File: config.mk
export PLATFORM = sky130hd
export DESIGN_NAME = multi_addr_sequencer
export DESIGN_NICKNAME = d
export VERILOG_FILES = /design/src/rtl/audio_seq_pkg.sv /design/src/rtl/addr_seq_channel.sv /design/src/rtl/multi_addr_sequencer.sv
export SDC_FILE = /design/constraint.sdc
export NUM_CORES = 1
export LEC_CHECK = 0
export CORE_UTILIZATION = 65
export CTS_BUF_LIST = sky130_fd_sc_hd__clkbuf_4
export DETAILED_ROUTE_END_ITERATION = 6
export DONT_BUFFER_PORTS = 1
export MAX_ROUTING_LAYER = met4
export PLACE_DENSITY = 0.81
export REMOVE_ABC_BUFFERS = 1
export SYNTH_ARGS = -nofsm -noshare
export SYNTH_HDL_FRONTEND = slang
export SYNTH_SLANG_ARGS = --single-unit
export TNS_END_PERCENT = 10
File: constraint.sdc
create_clock -name clk -period 4.43 [get_ports clk]
set_input_delay 0.886 -clock clk [delete_from_list [all_inputs] [get_ports clk]]
set_output_delay 0.886 -clock clk [all_outputs]
set_load 0.05 [all_outputs]
File: src/rtl/audio_seq_pkg.sv
// Shared types and default widths for the audio sample-address sequencer.
// MULTI_ADDR_SEQ_PINGPONG_EN enables the PINGPONG play mode.
package audio_seq_pkg;

    localparam int DEF_ADDR_W = 8;
    localparam int DEF_FRAC_W = 8;
    localparam int DEF_NUM_CH = 4;

    typedef enum logic [1:0] {
        ONESHOT  = 2'b00,
        LOOP     = 2'b01,
        PINGPONG = 2'b10,
        RSVD     = 2'b11
    } mode_t;

    typedef enum logic [1:0] {
        IDLE     = 2'b00,
        RUN_UP   = 2'b01,
        RUN_DOWN = 2'b10
    } seq_state_t;

    // Map the requested mode onto the behaviour this build supports.
    // Reserved and (when not built) PINGPONG both fall back to LOOP.
    function automatic mode_t resolve_mode(input mode_t m);
        mode_t r;
        case (m)
            ONESHOT:  r = ONESHOT;
`ifdef MULTI_ADDR_SEQ_PINGPONG_EN
            PINGPONG: r = PINGPONG;
`endif
            default:  r = LOOP;
        endcase
        return r;
    endfunction

endpackage

File: src/rtl/addr_seq_channel.sv
// One sequencer channel: fractional phase accumulator plus play-mode FSM.
// MULTI_ADDR_SEQ_PINGPONG_EN builds the RUN_DOWN state and subtractor.
module addr_seq_channel
    import audio_seq_pkg::*;
#(
    parameter int ADDR_W = DEF_ADDR_W,
    parameter int FRAC_W = DEF_FRAC_W
) (
    input  logic                     clk,
    input  logic                     resetN,
    input  logic                     tick,
    input  logic                     start,
    input  logic                     stop,
    input  mode_t                    mode,
    input  logic [ADDR_W+FRAC_W-1:0] step,
    input  logic [ADDR_W-1:0]        start_addr,
    input  logic [ADDR_W-1:0]        end_addr,
    output logic [ADDR_W-1:0]        addr,
    output logic                     active,
    output logic                     done
);

    localparam int PW = ADDR_W + FRAC_W;

    seq_state_t        state;
    mode_t             mode_q;
    logic [PW-1:0]     phase;
    logic [PW-1:0]     step_q;
    logic [ADDR_W-1:0] lo_q;
    logic [ADDR_W-1:0] hi_q;

    logic [PW:0]       sum;
    logic              up_ok;

    assign addr = phase[PW-1:FRAC_W];

    // Upward candidate: stays in window only without carry and <= high bound.
    always_comb begin
        sum   = {1'b0, phase} + {1'b0, step_q};
        up_ok = !sum[PW] && (sum[PW-1:FRAC_W] <= hi_q);
    end

`ifdef MULTI_ADDR_SEQ_PINGPONG_EN
    logic [PW:0] diff;
    logic        dn_ok;

    // Downward candidate: stays in window only without borrow and >= low bound.
    always_comb begin
        diff  = {1'b0, phase} - {1'b0, step_q};
        dn_ok = !diff[PW] && (diff[PW-1:FRAC_W] >= lo_q);
    end
`endif

    // Channel FSM; start beats stop beats tick, outputs registered with state.
    always_ff @(posedge clk) begin
        if (!resetN) begin
            state  <= IDLE;
            mode_q <= ONESHOT;
            phase  <= '0;
            step_q <= '0;
            lo_q   <= '0;
            hi_q   <= '0;
            active <= 1'b0;
            done   <= 1'b0;
        end else begin
            done <= 1'b0;
            if (start) begin
                mode_q <= resolve_mode(mode);
                step_q <= step;
                lo_q   <= start_addr;
                hi_q   <= end_addr;
                phase  <= {start_addr, {FRAC_W{1'b0}}};
                if (start_addr > end_addr) begin
                    state  <= IDLE;
                    active <= 1'b0;
                    done   <= 1'b1;
                end else begin
                    state  <= RUN_UP;
                    active <= 1'b1;
                end
            end else if (stop) begin
                state  <= IDLE;
                active <= 1'b0;
            end else if (tick) begin
                case (state)
                    RUN_UP: begin
                        if (up_ok) begin
                            phase <= sum[PW-1:0];
                        end else begin
                            case (mode_q)
                                ONESHOT: begin
                                    phase  <= {hi_q, {FRAC_W{1'b0}}};
                                    state  <= IDLE;
                                    active <= 1'b0;
                                    done   <= 1'b1;
                                end
`ifdef MULTI_ADDR_SEQ_PINGPONG_EN
                                PINGPONG: begin
                                    phase <= {hi_q, {FRAC_W{1'b0}}};
                                    state <= RUN_DOWN;
                                end
`endif
                                default: begin
                                    phase <= {lo_q, {FRAC_W{1'b0}}};
                                end
                            endcase
                        end
                    end
`ifdef MULTI_ADDR_SEQ_PINGPONG_EN
                    RUN_DOWN: begin
                        if (dn_ok) begin
                            phase <= diff[PW-1:0];
                        end else begin
                            phase <= {lo_q, {FRAC_W{1'b0}}};
                            state <= RUN_UP;
                        end
                    end
`endif
                    default: begin
                        phase <= phase;
                    end
                endcase
            end
        end
    end

endmodule

File: src/rtl/multi_addr_sequencer.sv
// Multi-channel wave-ROM address generator; slices buses into channels.
// MULTI_ADDR_SEQ_PINGPONG_EN enables the PINGPONG play mode.
module multi_addr_sequencer
    import audio_seq_pkg::*;
#(
    parameter int ADDR_W = DEF_ADDR_W,
    parameter int FRAC_W = DEF_FRAC_W,
    parameter int NUM_CH = DEF_NUM_CH
) (
    input  logic                              clk,
    input  logic                              resetN,
    input  logic                              tick,
    input  logic [NUM_CH-1:0]                 ch_start,
    input  logic [NUM_CH-1:0]                 ch_stop,
    input  logic [NUM_CH*2-1:0]               ch_mode,
    input  logic [NUM_CH*(ADDR_W+FRAC_W)-1:0] ch_step,
    input  logic [NUM_CH*ADDR_W-1:0]          ch_start_addr,
    input  logic [NUM_CH*ADDR_W-1:0]          ch_end_addr,
    output logic [NUM_CH*ADDR_W-1:0]          addr,
    output logic [NUM_CH-1:0]                 active,
    output logic [NUM_CH-1:0]                 done
);

    localparam int PW = ADDR_W + FRAC_W;

    for (genvar i = 0; i < NUM_CH; i++) begin : g_ch
        addr_seq_channel #(
            .ADDR_W (ADDR_W),
            .FRAC_W (FRAC_W)
        ) u_ch (
            .clk        (clk),
            .resetN     (resetN),
            .tick       (tick),
            .start      (ch_start[i]),
            .stop       (ch_stop[i]),
            .mode       (mode_t'(ch_mode[2*i +: 2])),
            .step       (ch_step[PW*i +: PW]),
            .start_addr (ch_start_addr[ADDR_W*i +: ADDR_W]),
            .end_addr   (ch_end_addr[ADDR_W*i +: ADDR_W]),
            .addr       (addr[ADDR_W*i +: ADDR_W]),
            .active     (active[i]),
            .done       (done[i])
        );
    end

endmodule
==> impl_metrics.json, run 1 <==
{
  "drc": 0,
  "grt_overflow": 0,
  "hold_path.class": "in -> reg",
  "ff2ff_setup_slack_ns": 0.34,
  "tritoncts": "yes",
  "ir_drop_v": 0.000299,
  "p_leak_nw": 6.26,
  "track_usage_pct": 29.3,
  "hp-start": "tick",
  "cts_hold_buf": 0,
  "postSynthCellCount": 1511,
  "clockBufferDepth": 3,
  "post_route_cells_drive_above_1_share_pct": 8.44,
  "syn_area_per_cell_sq_um": 8.85,
  "coreArea_sq_um": 20200,
  "async_reset_ff_share_pct": 0,
  "finalCritPeriodShare_pct": 92.3,
  "drtPass1Iterations": 5,
  "ys.warnings.count": 0,
  "area_delta_synth_final_pct": 4.60,
  "wl_per_cell_microns": 17.2,
  "initial_utilization_pct": 66.1,
  "cts.sinks": 204,
  "drv_slew": 0,
  "cp_cell_sequence": "ha_1, inv_1, fa_1, nor2b_1, o2111ai_1, a21oi_2, a21oi_1, o2bb2ai_1, xnor2_1, ha_1, a21o_1, a21o_1, a2111oi_1, a2bb2oi_2, buf_4, mux2i_1, a22o_1",
  "whs_endpoint": "g_ch[0].u_ch.active",
  "synth.distinct_cells": 72,
  "worstReg2RegEnd": "g_ch[1].u_ch.phase[8]",
  "synth_edf_count": 0,
  "grt_max_degree": 177,
  "final_common_cell": "dfxtp_1",
  "finalCriticalPeriod_ns": 4.09,
  "final_util_pct": 69.2,
  "clk_latency_ns": 0.65,
  "clock_skew_ns": 0.0286,
  "die_h_microns": 145,
  "grt_pass1_wl_microns": 50000,
  "tns_ns": 0,
  "fmax_mhz": 245,
  "vias_per_cell": 6.08,
  "finalHoldViolCount": 0,
  "htreeDepth": 2,
  "setup_viol": 0,
  "crit_family": "compound AO/OA/AOI/OAI gates",
  "status": "complete, no violations",
  "synth-seq-cells": 204,
  "grt_antenna_before_repair": 1,
  "drt_iter0_drc": 559,
  "drv_cap": 0,
  "cp.arrival_ns": 4.63,
  "path_buf_inv": 2,
  "worst-r2r-cell-count": 17,
  "postRouteAntennaNets": 0,
  "cp-start-kind": "register",
  "synthesis.area_sq_um": 13400,
  "cts_buffers": 53,
  "r2r-start": "g_ch[1].u_ch.step_q[0]",
  "min_delay_path_depth": 1,
  "synth_ff_type": "dfxtp_1",
  "hpwl_microns": 21800,
  "fin_nets": 1762,
  "synth-seq-area-share_pct": 30.5,
  "tightest_slew_ns": 0.666,
  "die-area_sq_um": 21200,
  "grt_pass1_vias": 10300,
  "worstPathRequired_ns": 4.97,
  "crit_fanout": 11,
  "drt-total-wl_microns": 30800,
  "cp_slowest_cell": "fa_1",
  "cts_root_buf": "clkbuf_4",
  "clk_pin_slew_ns": 0.07,
  "max_stage_delay_ns": 0.45,
  "critPathKind": "reg -> reg",
  "end_kind": "register",
  "slew_headroom_pct": 55.4,
  "p_per_area_nw_per_um2": 329,
  "vias": 10900,
  "grt_setup_unrepaired": "no",
  "die_x_microns": 145,
  "rows": 52,
  "num_io_pins": 187,
  "io_buffers": 0,
  "most-common-layout-cells": "dfxtp_1, mux2i_1, nor2b_1, ha_1, nand2_1",
  "gp_congestion": 0.920,
  "postCtsSetupBuffers": 0
}
==> cell type report <==
class,count,area (sq um)
multi-input cells,1119,8430
repair buffers,27,206
inverters,78,293
clock inverters,14,78.8
clock buffers,75,563
fillers,1597,6240
diodes,1,2.50
flip-flops and latches,204,4080
well taps,270,338
==> routing by layer <==
layer  wire (microns)  vias to the layer above  track usage [%]
met3             2110                       71             6.08
met1            13700                     5110             36.9
met2            14200                      341             46.5
li1                 -                     5341                -
met4              802                        0             10.5
met5                0                        -                -
==> what timing repair did <==
item / 4_1_cts / 5_1_grt
endpoints found under the hold margin: 0 / 0
setup endpoints to repair: 0 / 19
resized for setup: 0 / 4
==> stage by stage <==
step / hold slack [ns] / cell area [sq um] / power, mW / setup slack, ns / cells
floorplan: 0.436 / 12800 / 2.79 / 0.107 / 1401
finish: 0.321 / 14000 / 4.61 / 0.343 / 1788
CTS: 0.271 / 14000 / 4.63 / 0.249 / 1787
global route: 0.267 / 14000 / 4.85 / 0.0301 / 1788
global placement: 0.442 / 13300 / 2.99 / 0.378 / 1698
detailed placement: 0.449 / 13300 / 3.02 / 0.260 / 1698
==> how the worst max path moves through the flow <==
stage	end	slack, ns	depth (start not counted)	start
detailed placement	g_ch[1].u_ch.phase[8]	0.26	17	g_ch[1].u_ch.step_q[0]
floorplan	g_ch[0].u_ch.phase[10]	0.11	14	g_ch[0].u_ch.phase[9]
global placement	g_ch[1].u_ch.phase[8]	0.38	17	g_ch[1].u_ch.step_q[0]
finish	g_ch[1].u_ch.phase[8]	0.34	17	g_ch[1].u_ch.step_q[0]
CTS	g_ch[0].u_ch.phase[4]	0.25	17	g_ch[0].u_ch.phase[0]
global route	g_ch[0].u_ch.phase[13]	0.03	17	g_ch[0].u_ch.step_q[0]
==> report_power, final <==
group,internal (mW),switching (mW),leakage (nW),total [mW]
logic,0.426,0.523,4.20,0.949
clock network,0.829,0.781,0.382,1.61
registers,1.93,0.117,1.68,2.05
==> Yosys cell counts (3+ instances only) <==
master | number | area [sq um]
a211o_1 | 7 | 61.3
a211oi_1 | 14 | 105
a21boi_0 | 5 | 37.5
a21o_1 | 25 | 188
a21oi_1 | 92 | 460
a22o_1 | 36 | 315
a22oi_1 | 4 | 30.0
a31o_2 | 6 | 52.6
a31oi_1 | 4 | 25.0
and2_1 | 4 | 25.0
and3_1 | 5 | 31.3
buf_1 | 4 | 15.0
buf_2 | 6 | 30.0
buf_4 | 42 | 315
clkbuf_1 | 57 | 214
dfxtp_1 | 204 | 4080
fa_1 | 4 | 80.1
ha_1 | 128 | 1600
inv_1 | 78 | 293
mux2i_1 | 159 | 1590
nand2_1 | 106 | 398
nand2b_1 | 26 | 163
nand3_1 | 35 | 175
nand4_1 | 20 | 125
nor2_1 | 49 | 184
nor2b_1 | 145 | 907
nor3_1 | 13 | 65.1
nor3b_1 | 4 | 30.0
nor4_1 | 4 | 25.0
o2111ai_1 | 7 | 61.3
o211a_1 | 5 | 50.1
o211ai_1 | 18 | 135
o21a_1 | 19 | 143
o21ai_0 | 59 | 295
o21bai_1 | 6 | 45.0
o311ai_0 | 12 | 105
o31ai_1 | 12 | 90.1
or2_2 | 3 | 18.8
xnor2_1 | 22 | 193
xor2_1 | 23 | 201
==> sequential cells by signal (all words and copies together), names as in the netlist <==
register / cells
g_ch.u_ch.mode_q: 4
g_ch.u_ch.phase: 64
g_ch.u_ch.active: 4
g_ch.u_ch.lo_q: 32
g_ch.u_ch.step_q: 64
g_ch.u_ch.done: 4
g_ch.u_ch.hi_q: 32
==> cell families after synthesis <==
kind of cell    count (synthesis)  synth area share [%]
simple gates                  424                  16.7
compound gates                357                  18.6
mux                           161                  12.1
fa+ha+maj                     132                  12.6
buf+inv                       188                  6.57
flops                         204                  30.5
xor+xnor                       45                  2.95
Power figures use the tool's default switching activity.
==> run 2: changes to the inputs <==
--- a/config.mk
+++ b/config.mk
@@ -5,12 +5,12 @@
 export SDC_FILE = /design/constraint.sdc
 export NUM_CORES = 1
 export LEC_CHECK = 0
-export CORE_UTILIZATION = 65
+export CORE_UTILIZATION = 57
 export CTS_BUF_LIST = sky130_fd_sc_hd__clkbuf_4
+export CTS_CLUSTER_SIZE = 12
 export DETAILED_ROUTE_END_ITERATION = 6
-export DONT_BUFFER_PORTS = 1
 export MAX_ROUTING_LAYER = met4
-export PLACE_DENSITY = 0.81
+export PLACE_DENSITY = 0.83
 export REMOVE_ABC_BUFFERS = 1
 export SYNTH_ARGS = -nofsm -noshare
 export SYNTH_HDL_FRONTEND = slang
==> impl_metrics.json, run 2 (synthesized netlist as in run 1, its figures left out) <==
{
  "grt_pass1_vias": 11300,
  "ff2ff_setup_slack_ns": 0.25,
  "vias": 11400,
  "clock_skew_ns": 0.0225,
  "biggestRegsByFlops": "g_ch.u_ch.phase: 64 flops, g_ch.u_ch.step_q: 64 flops",
  "drtPass1Iterations": 5,
  "grt_overflow": 0,
  "critPathLaunch": "g_ch[1].u_ch.phase[0]",
  "final_area_sq_um": 15800,
  "grt_antenna_before_repair": 1,
  "finalCriticalPeriod_ns": 4.18,
  "drt-total-wl_microns": 32600,
  "final_common_cell": "dfxtp_1",
  "postRouteAntennaNets": 0,
  "drt-met1-wl_microns": 14800,
  "cts_buffers": 55,
  "wl_per_cell_microns": 16.2,
  "hold_path.class": "reg -> reg",
  "tritoncts": "yes",
  "drv_slew": 0,
  "die_x_microns": 155,
  "gp_congestion": 0.907,
  "power_mw": 4.88,
  "worst-r2r-cell-count": 15,
  "worstSetupEndpoint": "g_ch[1].u_ch.phase[8]",
  "vias_per_cell": 5.69,
  "drv_cap": 0,
  "p_per_area_nw_per_um2": 309,
  "tightest_slew_ns": 0.697,
  "max_stage_delay_ns": 0.48,
  "cp.arrival_ns": 4.74,
  "die-area_sq_um": 24100,
  "num_io_pins": 187,
  "post_route_cells_drive_above_1_share_pct": 7.38,
  "postCtsSetupBuffers": 0,
  "combPwrFrac_pct": 24.9,
  "wl_met3_microns": 1730,
  "end_kind": "register",
  "dr.max_layer_used": "met4",
  "grt_setup_unrepaired": "yes",
  "fin_nets": 1936,
  "drc": 0,
  "finalCritPeriodShare_pct": 94.4,
  "clockBufferDepth": 3,
  "p_seq_share_pct": 41.3,
  "cts_resized": 0,
  "finalHoldViolCount": 0,
  "htreeDepth": 2,
  "critPathKind": "reg -> reg",
  "switching_share_pct": 31.5,
  "ir_drop_v": 0.000185,
  "cp_cell_sequence": "ha_1, inv_1, fa_1, nor2b_1, o2111ai_1, a21oi_1, a21oi_1, a311oi_1, ha_1, a21o_1, a2111oi_1, a2bb2oi_2, buf_4, mux2i_1, a22o_1",
  "p_leak_nw": 6.92,
  "cts.sinks": 204,
  "grt_max_degree": 66,
  "track_usage_pct": 27.5,
  "worstPathRequired_ns": 4.99,
  "crit_fanout": 10,
  "pwr-share-clk_pct": 33.8,
  "initial_utilization_pct": 58.6,
  "tns_ns": 0,
  "cp_slowest_cell": "a2111oi_1",
  "clk_pin_slew_ns": 0.06,
  "grt_pass1_wl_microns": 53300,
  "switchingPower_mw": 1.54,
  "place_area_sq_um": 15100,
  "io_buffers": 186,
  "worstReg2RegEnd": "g_ch[1].u_ch.phase[8]",
  "cts_root_buf": "clkbuf_4",
  "fmax_mhz": 239,
  "hpwl_microns": 23900,
  "drt_iter0_drc": 622,
  "r2r-start": "g_ch[1].u_ch.phase[0]",
  "die_h_microns": 155,
  "slew_headroom_pct": 53.4,
  "setup_viol": 0,
  "rows": 55,
  "hp-start": "g_ch[0].u_ch.phase[4]",
  "clk_latency_ns": 0.67,
  "area_delta_synth_final_pct": 18.2,
  "p_int_mw": 3.34,
  "cts_hold_buf": 0,
  "wl_met2_microns": 15200,
  "final_util_pct": 69.2,
  "status": "complete, no violations",
  "cp-start-kind": "register",
  "coreArea_sq_um": 22800,
  "most-common-layout-cells": "dfxtp_1, clkdlybuf4s50_1, mux2i_1, nor2b_1, ha_1"
}
run 2: how the worst min path moves through the flow:
stage | end | slack [ns] | cells past startpoint
3_3_place_gp | g_ch[2].u_ch.phase[0] | 0.44 | 2
6_report | g_ch[0].u_ch.phase[4] | 0.46 | 2
5_1_grt | g_ch[0].u_ch.phase[6] | 0.48 | 2
4_1_cts | g_ch[3].u_ch.phase[7] | 0.46 | 2
3_5_place_dp | g_ch[3].u_ch.phase[7] | 0.45 | 2
2_1_floorplan | g_ch[0].u_ch.phase[0] | 0.44 | 2
run 2: cell type report:
class,instances,area (sq um)
Multi-Input combinational cell,1119,8420
Fill cell,1877,7040
Sequential cell,204,4080
Timing Repair Buffer,199,1950
Clock buffer,84,631
Tap cell,313,392
Inverter,78,293
Clock inverter,9,35.0
Antenna cell,1,2.50
run 2: critical path, delay by kind of cell, from the launching register on:
| kind | cells | cell delay (ns) |
|---|---|---|
| AOI/OAI and AO/OA | 8 | 2.21 |
| adders and majority gates | 3 | 0.97 |
| DFF | 1 | 0.33 |
| buffers and inverters | 2 | 0.31 |
| and+or+nand+nor | 1 | 0.17 |
| muxes | 1 | 0.08 |
run 2: per-layer routing:
layer | global-route usage [%] | up-vias
met2 | 44.7 | 306
met3 | 4.51 | 77
met5 | - | -
li1 | - | 5679
met1 | 34.6 | 5356
met4 | 9.62 | 0
run 2: through the flow:
step	instances	hold slack (ns)	setup WS [ns]
2_1_floorplan	1401	0.436	0.107
3_3_place_gp	1913	0.442	0.446
3_5_place_dp	1913	0.449	0.249
4_1_cts	2006	0.457	0.221
5_1_grt	2007	0.479	-0.0146
6_report	2007	0.457	0.247
run 2: power by group through the flow:
stage | sequential, mW | clock (mW) | combinational [mW]
5_1_grt | 2.03 | 1.79 | 1.33
3_3_place_gp | 2.05 | 0 | 1.17
4_1_cts | 2.01 | 1.69 | 1.21
3_5_place_dp | 2.05 | 0 | 1.20
2_1_floorplan | 2.10 | 0 | 0.685
6_report | 2.02 | 1.65 | 1.22
==> run 3: changes to the inputs <==
--- a/config.mk
+++ b/config.mk
@@ -5,14 +5,15 @@
 export SDC_FILE = /design/constraint.sdc
 export NUM_CORES = 1
 export LEC_CHECK = 0
-export CORE_UTILIZATION = 57
+export CORE_UTILIZATION = 58
 export CTS_BUF_LIST = sky130_fd_sc_hd__clkbuf_4
 export CTS_CLUSTER_SIZE = 12
 export DETAILED_ROUTE_END_ITERATION = 6
 export MAX_ROUTING_LAYER = met4
-export PLACE_DENSITY = 0.83
+export PLACE_DENSITY = 0.84
 export REMOVE_ABC_BUFFERS = 1
 export SYNTH_ARGS = -nofsm -noshare
 export SYNTH_HDL_FRONTEND = slang
+export SYNTH_HIERARCHICAL = 1
 export SYNTH_SLANG_ARGS = --single-unit
 export TNS_END_PERCENT = 10
==> impl_metrics.json, run 3 <==
{
  "status": "complete, no violations",
  "tightest_slew_ns": 0.997,
  "async_reset_ff_share_pct": 0,
  "synth_ff_type": "dfxtp_1",
  "clk_pin_slew_ns": 0.07,
  "clk_latency_ns": 0.70,
  "yosysTopAreaCell": "dfxtp_1",
  "cts_buffers": 57,
  "slew_headroom_pct": 33.5,
  "synth_fa_ha_area_share_pct": 12.1,
  "ys.warnings.count": 6,
  "most-common-layout-cells": "dfxtp_1, clkdlybuf4s50_1, mux2i_1, nor2b_1, ha_1",
  "synth-compound-area-share_pct": 19.2,
  "vias_per_cell": 5.76,
  "track_usage_pct": 28.0,
  "post-synth-top-count-cell": "dfxtp_1",
  "drv_slew": 0,
  "cts_hold_buf": 0,
  "synth-seq-area-share_pct": 29.3,
  "finalCriticalPeriod_ns": 4.13,
  "synthSimpleGateAreaFrac_pct": 17.3,
  "hold_ws_ns": 0.458,
  "final_area_sq_um": 16300,
  "synthesis.area_sq_um": 13900,
  "p_leak_nw": 7.10,
  "place_area_sq_um": 15600,
  "cp.arrival_ns": 4.73,
  "crit_family": "compound AO/OA/AOI/OAI gates",
  "synth_top_family_by_area": "compound AO/OA/AOI/OAI gates",
  "max_stage_delay_ns": 0.44,
  "postRouteAntennaNets": 0,
  "worstPathRequired_ns": 5.03,
  "grt_max_degree": 52,
  "htreeDepth": 2,
  "grt_antenna_before_repair": 2,
  "cts_resized": 0,
  "io_buffers": 186,
  "cts_root_buf": "clkbuf_4",
  "drt-total-wl_microns": 33700,
  "grt_pass1_vias": 11700,
  "crit_fanout": 18,
  "end_kind": "register",
  "grt_overflow": 0,
  "power_mw": 4.87,
  "fmax_mhz": 242,
  "die_h_microns": 157,
  "p_per_area_nw_per_um2": 299,
  "setup_viol": 0,
  "biggestRegsByFlops": "g_ch.u_ch/phase: 64 flops, g_ch.u_ch/step_q: 64 flops",
  "postCtsSetupBuffers": 0,
  "final_util_pct": 69.4,
  "synth-seq-cells": 204,
  "fillCellCount": 1871,
  "synth_edf_count": 0,
  "clockBufferDepth": 3,
  "synth_top_area_share_pct": 29.3,
  "grt_setup_unrepaired": "no",
  "drv_cap": 0,
  "postSynthCellCount": 1558,
  "yosys-top-cells-area": "dfxtp_1, mux2i_1, ha_1",
  "synth_common_cells": "dfxtp_1, mux2i_1, nor2b_1",
  "hpwl_microns": 24800,
  "synthMuxAreaShare_pct": 12.1,
  "cp-start-kind": "register",
  "clock_skew_ns": 0.0508,
  "cp_slowest_cell": "a211oi_1",
  "fin_nets": 1984,
  "synth.distinct_cells": 69,
  "synth_xor_area_share_pct": 2.77,
  "cts.sinks": 204,
  "coreArea_sq_um": 23500,
  "finalHoldViolCount": 0,
  "ir_drop_v": 0.000231,
  "syn_area_per_cell_sq_um": 8.93,
  "drt_iter0_drc": 580,
  "gp_congestion": 0.949,
  "die-area_sq_um": 24600,
  "grt_pass1_wl_microns": 55000,
  "initial_utilization_pct": 59.3,
  "critPathLaunch": "g_ch[0].u_ch/step_q[0]",
  "critPathKind": "reg -> reg",
  "finalCritPeriodShare_pct": 93.3,
  "area_delta_synth_final_pct": 17.1,
  "drtPass1Iterations": 5,
  "die_x_microns": 157,
  "num_io_pins": 187,
  "tritoncts": "yes",
  "tns_ns": 0,
  "drc": 0,
  "path_buf_inv": 3,
  "rows": 56,
  "final_common_cell": "dfxtp_1",
  "cp_cell_sequence": "ha_1, inv_1, fa_1, and2b_1, o2111ai_2, a211oi_1, nor3_1, nor3_1, inv_1, ha_1, nand4_2, nor3_2, nor2_1, a2111oi_4, buf_4, a2111oi_0, o21a_1",
  "final_cells": 2068,
  "dp.cells": 1965,
  "hp-start": "g_ch[3].u_ch/phase[5]",
  "post-place-ws_ns": 0.277,
  "r2r-start": "g_ch[0].u_ch/step_q[0]",
  "post_route_cells_drive_above_1_share_pct": 9.27,
  "hold_path.class": "reg -> reg",
  "vias": 11900,
  "fin_ws_ns": 0.296,
  "wl_per_cell_microns": 16.3
}
==> run 3: cell types whose count changed after synthesis, moves of 11 or more <==
cell	delta
o21ai_0	-11
nand2b_1	-12
inv_1	+18
nand4_1	+26
clkbuf_1	-11
==> run 3: cell type report <==
cell class / count / area (sq um) / area share [%]
multi-input combinational: 1146 / 8840 / 54.2
antenna: 2 / 5.00 / 0.0307
clock inverter: 26 / 103 / 0.629
tap: 319 / 399 / 2.45
inverter: 96 / 360 / 2.21
clock buffer: 75 / 563 / 3.45
sequential: 204 / 4080 / 25.1
timing repair buffer: 200 / 1940 / 11.9
==> run 3: worst paths after layout <==
kind	to	slack [ns]	cells after the start
max	g_ch[0].u_ch/done	0.30	17
max reg2reg	g_ch[0].u_ch/done	0.30	17
min reg2reg	g_ch[3].u_ch/phase[5]	0.46	2
min	g_ch[3].u_ch/phase[5]	0.46	2
==> run 3: report_power, final <==
group | switching (mW) | internal, mW
Sequential | 0.0862 | 1.93
Combinational | 0.686 | 0.562
Clock | 0.818 | 0.788
==> run 3: worst min-delay path, stage by stage (launching register included) <==
cell	delay [ns]
dfxtp_1	0.31
nand2_1	0.05
a21oi_1	0.05
==> run 3: logic make-up after synthesis <==
family	Yosys count
AND/OR/NAND/NOR	444
AO/OA/AOI/OAI	358
buffers and inverters	208
flip-flops	204
multiplexers	168
adder cells (fa/ha/maj)	132
XOR/XNOR	44
==> run 3: layer usage <==
| layer | up-vias | wire [microns] | track usage, % |
|---|---|---|---|
| met5 | - | 0 | - |
| met4 | 0 | 666 | 9.20 |
| met3 | 62 | 2120 | 4.35 |
| met2 | 373 | 15600 | 45.2 |
| met1 | 5552 | 15300 | 35.8 |
| li1 | 5915 | - | - |
